File: src/rtl/if_prefetch_queue_pkg.sv
// Shared definitions for the instruction prefetch queue: FSM encoding, reset PC, word size.
`default_nettype none

package if_prefetch_queue_pkg;

   typedef enum logic [1:0] {
      S_IDLE = 2'd0,
      S_REQ  = 2'd1,
      S_WAIT = 2'd2,
      S_KILL = 2'd3
   } state_t;

   localparam logic [31:0] RESET_PC_DEFAULT = 32'hBFC0_0000;
   localparam logic [31:0] WORD_BYTES       = 32'd4;

endpackage

`default_nettype wire

File: src/rtl/prefetch_fifo.sv
// Circular storage for fetched {instruction, address} pairs with occupancy tracking.
`default_nettype none

module prefetch_fifo #(
   parameter int DEPTH = 4,
   parameter int WIDTH = 64
) (
   input  logic                     clk,
   input  logic                     rst,
   input  logic                     clear,
   input  logic                     wr_en,
   input  logic [WIDTH-1:0]         wr_data,
   input  logic                     rd_en,
   output logic [WIDTH-1:0]         rd_data,
   output logic                     full,
   output logic                     empty,
   output logic [$clog2(DEPTH):0]   count
);

   localparam int AW = $clog2(DEPTH);
   localparam int CW = AW + 1;

   logic [WIDTH-1:0] mem [DEPTH];
   logic [AW-1:0]    head;
   logic [AW-1:0]    tail;
   logic             do_wr;
   logic             do_rd;

   // A write into a full queue is legal only when the head leaves in the same cycle.
   assign do_wr   = wr_en && (!full || rd_en);
   assign do_rd   = rd_en && !empty;
   assign full    = (count == CW'(DEPTH));
   assign empty   = (count == '0);
   assign rd_data = mem[head];

   always_ff @(posedge clk) begin
      if (!rst || clear) begin
         head  <= '0;
         tail  <= '0;
         count <= '0;
      end else begin
         if (do_wr) tail <= tail + 1'b1;
         if (do_rd) head <= head + 1'b1;
         if (do_wr && !do_rd)
            count <= count + 1'b1;
         else if (!do_wr && do_rd)
            count <= count - 1'b1;
      end
   end

   always_ff @(posedge clk) begin
      if (do_wr && rst && !clear) mem[tail] <= wr_data;
   end

endmodule

`default_nettype wire

File: src/rtl/if_prefetch_queue.sv
// Instruction prefetch queue: fetch FSM and PC in front of prefetch_fifo.
// Optional same-cycle bypass of an empty queue when PREFETCH_BYPASS_EN is defined.
`default_nettype none

module if_prefetch_queue
   import if_prefetch_queue_pkg::*;
#(
   parameter int          DEPTH    = 4,
   parameter logic [31:0] RESET_PC = RESET_PC_DEFAULT
) (
   input  logic        clk,
   input  logic        rst,
   input  logic        flush,
   input  logic [31:0] flush_addr,
   output logic        isram_req,
   output logic [31:0] isram_addr,
   input  logic        isram_gnt,
   input  logic        isram_rvalid,
   input  logic [31:0] isram_rdata,
   output logic        if_valid,
   output logic [31:0] if_inst,
   output logic [31:0] if_cur_instaddress,
   output logic [31:0] if_next_instaddress,
   input  logic        if_ready
);

   localparam int            CW      = $clog2(DEPTH) + 1;
   localparam logic [CW-1:0] DEPTH_C = CW'(DEPTH);

   state_t        state;
   state_t        state_nx;
   logic [31:0]   fetch_pc;
   logic [31:0]   req_addr;
   logic [CW-1:0] count;
   logic [CW-1:0] used;
   logic [CW-1:0] used_after;
   logic          full;
   logic          empty;
   logic [63:0]   head_data;
   logic          wr_en;
   logic          rd_en;
   logic          resp;
   logic          bypass_hit;
   logic [31:0]   hold_inst;
   logic [31:0]   hold_addr;
   logic [31:0]   hold_next;

   assign isram_req  = (state == S_REQ);
   assign isram_addr = fetch_pc;
   assign resp       = (state == S_WAIT) && isram_rvalid && !flush;
   // An outstanding request has already claimed a slot.
   assign used       = count + ((state == S_WAIT) ? CW'(1) : CW'(0));

`ifdef PREFETCH_BYPASS_EN
   assign bypass_hit = empty && resp;
   assign wr_en      = resp && !(bypass_hit && if_ready);
`else
   assign bypass_hit = 1'b0;
   assign wr_en      = resp;
`endif

   assign rd_en      = !empty && if_ready && !flush;
   assign used_after = count + CW'(wr_en) - CW'(rd_en);

   prefetch_fifo #(
      .DEPTH (DEPTH),
      .WIDTH (64)
   ) u_fifo (
      .clk     (clk),
      .rst     (rst),
      .clear   (flush),
      .wr_en   (wr_en),
      .wr_data ({isram_rdata, req_addr}),
      .rd_en   (rd_en),
      .rd_data (head_data),
      .full    (full),
      .empty   (empty),
      .count   (count)
   );

   always_ff @(posedge clk) begin
      if (!rst) begin
         state    <= S_IDLE;
         fetch_pc <= RESET_PC;
         req_addr <= '0;
      end else begin
         state <= state_nx;
         if (flush)
            fetch_pc <= flush_addr;
         else if (isram_req && isram_gnt)
            fetch_pc <= fetch_pc + WORD_BYTES;
         if (isram_req && isram_gnt)
            req_addr <= fetch_pc;
      end
   end

   always_comb begin
      state_nx = state;
      case (state)
         S_IDLE: if (flush || (!full && used < DEPTH_C)) state_nx = S_REQ;
         S_REQ:  if (isram_gnt) state_nx = flush ? S_KILL : S_WAIT;
         // A response landing with the flush is already discarded; nothing is left to kill.
         S_WAIT: begin
            if (flush)
               state_nx = isram_rvalid ? S_REQ : S_KILL;
            else if (isram_rvalid)
               state_nx = (used_after < DEPTH_C) ? S_REQ : S_IDLE;
         end
         S_KILL: if (isram_rvalid) state_nx = S_REQ;
         default: state_nx = S_IDLE;
      endcase
   end

   always_comb begin
      if_valid            = !empty;
      if_inst             = head_data[63:32];
      if_cur_instaddress  = head_data[31:0];
      if_next_instaddress = head_data[31:0] + WORD_BYTES;
      if (bypass_hit) begin
         if_valid            = 1'b1;
         if_inst             = isram_rdata;
         if_cur_instaddress  = req_addr;
         if_next_instaddress = req_addr + WORD_BYTES;
      end else if (empty) begin
         if_inst             = hold_inst;
         if_cur_instaddress  = hold_addr;
         if_next_instaddress = hold_next;
      end
   end

   always_ff @(posedge clk) begin
      if (!rst) begin
         hold_inst <= '0;
         hold_addr <= '0;
         hold_next <= '0;
      end else if (if_valid && if_ready) begin
         hold_inst <= if_inst;
         hold_addr <= if_cur_instaddress;
         hold_next <= if_next_instaddress;
      end
   end

endmodule

`default_nettype wire
File: config.mk
export PLATFORM = sky130hd
export DESIGN_NAME = if_prefetch_queue
export DESIGN_NICKNAME = d
export VERILOG_FILES = /design/src/rtl/if_prefetch_queue_pkg.sv /design/src/rtl/prefetch_fifo.sv /design/src/rtl/if_prefetch_queue.sv
export SDC_FILE = /design/constraint.sdc
export NUM_CORES = 1
export LEC_CHECK = 0
export BUFFER_PORTS_ARGS = -buffer_cell sky130_fd_sc_hd__buf_4
export CORE_MARGIN = 2
export CORE_UTILIZATION = 45
export CTS_BUF_LIST = sky130_fd_sc_hd__clkbuf_16
export DETAILED_ROUTE_END_ITERATION = 8
export GPL_TIMING_DRIVEN = 0
export PLACE_DENSITY = 0.72
export SYNTH_ARGS = -nofsm -noshare
export SYNTH_HDL_FRONTEND = slang
export SYNTH_SLANG_ARGS = --single-unit
export TNS_END_PERCENT = 30
File: constraint.sdc
create_clock -name clk -period 5.2 [get_ports clk]
set_input_delay 0.26 -clock clk [delete_from_list [all_inputs] [get_ports clk]]
set_output_delay 0.26 -clock clk [all_outputs]
set_load 0.01 [all_outputs]
Word level (Yosys, flattened, before mapping)
Memories as Yosys holds them, arrays and structs flattened. A register that Yosys moved wholly into a read port is not among the register bits.
Index checks and enable logic that the tools add are counted.

operators by class
  magnitude comparators = 2
  equality and inequality tests = 8
  mux-type cells = 21
  $add $sub $neg = 9
  reduce and logical (&&, ||, !) cells = 26

operators with widths
  operator                                                             number
  32-bit 2-to-1 mux                                                    5
  32-bit by 3-bit adder with 32-bit output (second input constant)     2
  2-bit 2-to-1 mux                                                     8
  1-bit logical AND                                                    12
  2-bit one-hot mux with 4 select lines                                1
  3-bit by 1-bit adder with 3-bit output                               2
  1-bit logical NOT                                                    6
  3-bit < comparator (second input constant)                           2
  3-bit 2-to-1 mux                                                     2
  1-bit 2-to-1 mux                                                     5
  2-bit by 1-bit adder with 2-bit output (second input constant)       2
  2-bit == test (second input constant)                                2
  2-bit != test (second input constant)                                2
  4-bit AND reduction                                                  1
  2-bit nonzero test                                                   2
  3-bit by 1-bit adder with 3-bit output (second input constant)       1
  3-bit == test (second input constant)                                1
  3-bit logical NOT                                                    1
  1-bit logical OR                                                     3
  3-bit != test (second input constant)                                1
  3-bit by 1-bit subtractor with 3-bit output                          1
  3-bit by 1-bit subtractor with 3-bit output (second input constant)  1
  2-bit by 1-bit == test with 1-bit output (second input constant)     1
  2-bit logical NOT                                                    1
  2-bit by 1-bit != test with 1-bit output (second input constant)     1

storage, ports and cells
  logic and storage cells = 76
  memory bits (writable) = 256
  memories kept = 1
  output and inout bits = 130
  input port bits = 70
  bits in registers = 169

memories
  name        depth  bits a word  read ports  clocked after Yosys merged registers in  wr ports  RTL line             source
  u_fifo.mem  4      64           1           1                                        1         prefetch_fifo.sv:23  logic [WIDTH-1:0] mem [DEPTH];

Logic depth before layout (Yosys ltp)
  word-level depth = 10
  depth in mapped cells = 11
  mapped depth without buffers = 10

Cells and area by module
From an unflattened synthesis, not the netlist that was laid out.

unflattened totals
  cells, all modules = 1451
  area, all modules = 18113.6 um2

by module, submodules not included
  module             cells an instance  area an instance (um2)  seq. area each (um2)  instances
  prefetch_fifo      383                9679.3                  7867.5                1
  if_prefetch_queue  1068               8434.3                  3243.1                1

Worst setup path after synthesis
OpenSTA, ideal clock, no wires.

  path kind = register to register
  start = register state[0]
  end = memory u_fifo.mem[0][0], enable pin
  slack = 2.035 ns
  arrival time = 2.735 ns
  data required time = 4.771 ns
  library setup time = 0.429 ns
  clock period less this slack = 3.165 ns
  buffers on the path = 1
  stages on the path, launching flop included = 7
  path through = dfxtp_1 inv_1 ha_1 and3_1 o41a_1 clkbuf_1 and3_1

between the ends
  cells in the longest elaborated chain, start to end = 8

RTL lines
  item                                    RTL line                 source
  start, declared                         if_prefetch_queue.sv:30  state_t state;
  start signal, assigned                  if_prefetch_queue.sv:87  state <= state_nx;
  2-bit == test                           if_prefetch_queue.sv:50  assign resp = (state == S_WAIT) && isram_rvalid && !flush;
  1-bit logical AND (2 in series)         if_prefetch_queue.sv:50
  1-bit logical AND                       prefetch_fifo.sv:30      assign do_wr = wr_en && (!full || rd_en);
  via u_fifo.do_wr                        prefetch_fifo.sv:26      logic do_wr;
  1-bit logical AND (2 in series)         prefetch_fifo.sv:52      if (do_wr && rst && !clear) mem[tail] <= wr_data;
  1-bit 2-to-1 mux                        prefetch_fifo.sv:52
  1-bit 2-to-1 mux (not written as such)  prefetch_fifo.sv:52
  end, declared                           prefetch_fifo.sv:23

The timed path passes the listed nets, and every way through them passes these cells.

==> impl_results.md <==
* Fin Setup TNS at 0 ns
* Fin. max-slew vios at 0
* Worst Max-Slew Pin Slew at about 1.2 ns
* Avg WL per Cell at 20.2 µm
* First-pass GRT wire length at about 74000 µm
* RSZ-0062 raised after global routing: false
* Syn_nets at ~1600
* CTS H-tree lvls at 2
* PwrDens at 332 nW/µm²
* R2R Path End: state[0]
* Vias at 13222
* Peak Freq at 254 MHz
* Setup crit start kind: flop
* Worst VDD drop at 201 µV
* Critical Path AT at 3.68 ns
* Met1 Track Usage GR at 0.306
* Final setup fails at 0
* Critical path capture point: if_next_instaddress[20]
* Async SR Flop Fraction at 0
* DP Worst Slack at 1.87 ns
* Total power at 7240 µW
* Number of synthesized flops with an enable pin at 256
* Required time of the critical path at ~4.9 ns
* Drt pass-1 iters at 8
* Status: finished clean
* Die area at 40900 µm²
* CTS sink cnt at 427
* Number of buffers added on ports at 198
* Number of global-route vias before repair at between 10000 and 15000
* Initial antenna violation count at 1
* #FFs+latches synth at 427
* YS warnings at 0
* Clock skew at about 0.016 ns
* Met2 Use GR at 0.393
* Post-Syn Area at 17700 µm²
* Hold Violations, Final at 0
* Worst-path fanout max at 10
* Setup CP Type: reg2out
* Placed insts at 2246
* CTS root buffer: clkbuf_16
* Final setup margin at 1.26 ns
* Max-cap viol count at 0
* Hold crit path type: in2reg
* Clock Tree Buf Depth at 3
* Cells after synthesis at 1526
* Row count at a little over 70
* Initial drt markers at 1161
* Overall routing resource usage at 0.236
* Global route total overflow at 0
* Post-route ant nets at 0
* Sequential element share of the synthesized area at 0.629
* Period utilization at 0.757
* R2r setup slk at 1.98 ns
* Fin cells at 2381
* Critical R2R Launch: u_fifo.count[0]
* Hold_ws at 0.00792 ns
* P_leak at ~0.0077 µW
* Area share of the largest cell type after synthesis at 0.435
* Worst skew pair latency at 0.55 ns
* Crit path time final at 3.94 ns
* Avg Cell Area, Syn at 11.6 µm²
* Post-DP HPWL at 33500 µm
* Largest net degree at the start of global routing at 34
* GR Util met3 at 0.0390
* IO Pins at 200
* Worst reg2reg path depth at 10
* Post-CTS sizing at 0
* Detailed-route DRC error count at 0
* Synth top area cells: edfxtp_1, dfxtp_1, nand2_1, mux4_2, a21oi_1
* Share of layout cells above drive strength 1 at 0.183
* Rel. slew slack at 0.213
* Nets at 1910
* GP Congestion at around 0.86
* CP endpoint kind: primary output
* Cts bufs inserted at 42
* Post CTS Setup Buffer Count at 0
* Synth-to-layout area growth at 23.4%
* DR vias/cell at 5.55
* Clock slew at reported path FFs at about 0.060 ns
* Die X at between 200 and 250 µm
* Top FF cell, synth: edfxtp_1
* GRT busiest layer: met2
* Core Area at just under 40000 µm²
* Library cells used by synthesis at between 40 and 50
* Post-Route WL at between 40000 and 50000 µm
* CTS tree: done
* Yosys top cell by area: edfxtp_1
* Initial Util at 0.456
* Die height at around 200 µm
cells by family after synthesis:
kind of cell | share of synthesized area
AO/OA/AOI/OAI | 0.0760
adder cells (fa/ha/maj) | 0.00963
multiplexers | 0.0879
flip-flops | 0.629
XOR/XNOR | 0.0238
buffers and inverters | 0.0263
AND/OR/NAND/NOR | 0.148
routing by layer:
layer / vias up / part of all wire
li1: 6113 / -
met1: 6421 / 0.41
met2: 556 / 0.48
met3: 132 / 0.072
met4: 0 / 0.041
met5: - / 0
registers in the layout, indices dropped and copies added, names as in the netlist, 3 cells and up, named ones only:
register,flops
hold_next,32
u_fifo.count,3
req_addr,32
u_fifo.mem,256
isram_addr,32
hold_addr,32
hold_inst,32
worst min-delay path by stage:
stage / cells after the start / from / endpoint
6_report: 3 / flush_addr[12] / isram_addr[12]
5_1_grt: 3 / flush_addr[12] / isram_addr[12]
4_1_cts: 3 / flush_addr[14] / isram_addr[14]
3_5_place_dp: 2 / hold_next[1] / hold_next[1]
3_3_place_gp: 2 / hold_addr[25] / hold_addr[25]
2_1_floorplan: 0 / isram_rdata[0] / u_fifo.mem[0][32]
worst max-delay path, stage by stage, from the launching register on:
cell and delay (ns):
dfxtp_1 0.31, buf_2 0.26, buf_2 0.34, mux4_2 0.38, ha_1 0.23, and3_1 0.16, clkbuf_1 0.34, nand3_1 0.24
or3_1 0.44, a31oi_1 0.25, buf_4 0.17
power by group:
part	leakage, µW	total (µW)	switching [µW]	internal (µW)
registers	0.00366	3720	72.4	3650
logic	0.00337	567	333	235
clock network	0.000694	2950	1290	1670
cells in the mapped netlist (9+ instances only):
cell,n
nor4_1,12
clkbuf_1,84
xor2_1,25
a21oi_1,130
mux2i_1,9
mux4_2,58
a31oi_1,29
nand3_1,22
o21ai_0,32
xnor2_1,23
and3_1,11
nand2_1,435
ha_1,12
edfxtp_1,256
a211oi_1,20
and4_1,9
nand4_1,22
inv_1,13
dfxtp_1,171
nor2_1,71
final cells by class:
type | instances | area, µm²
Antenna cell | 2 | 5.00
Buffer | 99 | 413
Clock buffer | 45 | 1130
Clock inverter | 33 | 224
Fill cell | 3172 | 16900
Inverter | 14 | 52.6
Multi-Input combinational cell | 986 | 6110
Sequential cell | 427 | 11100
Tap cell | 518 | 648
Timing Repair Buffer | 257 | 2120
cell usage in the layout, fill, tap and decap left out, drive strengths merged, types with 8 or more instances in the layout:
master and instances:
buf 217, mux4 64, edfxtp 256, nand2 435, nand4 22, o31ai 8
a21oi 130, a211oi 20, ha 12, xnor2 23, nor2 71, dlygate4sd3 55
mux2i 9, inv 26, nor4 12, and4 9, clkinv 15, xor2 25
nand3 22, a31oi 29, and3 11, or4 10, o21ai 32, clkbuf 129
dfxtp 171
what timing repair did:
item	CTS	global route
hold endpoints to repair	151	0
endpoints found under the setup margin	0	0
hold buffers	55	0
per-stage QoR:
stage,cell area (µm²),util
global placement,19800,0.511
global route,21800,0.563
CTS,21800,0.563
detailed placement,19900,0.514
floorplan,17700,-
finish,21800,0.563
Power figures use the tool's default switching activity.
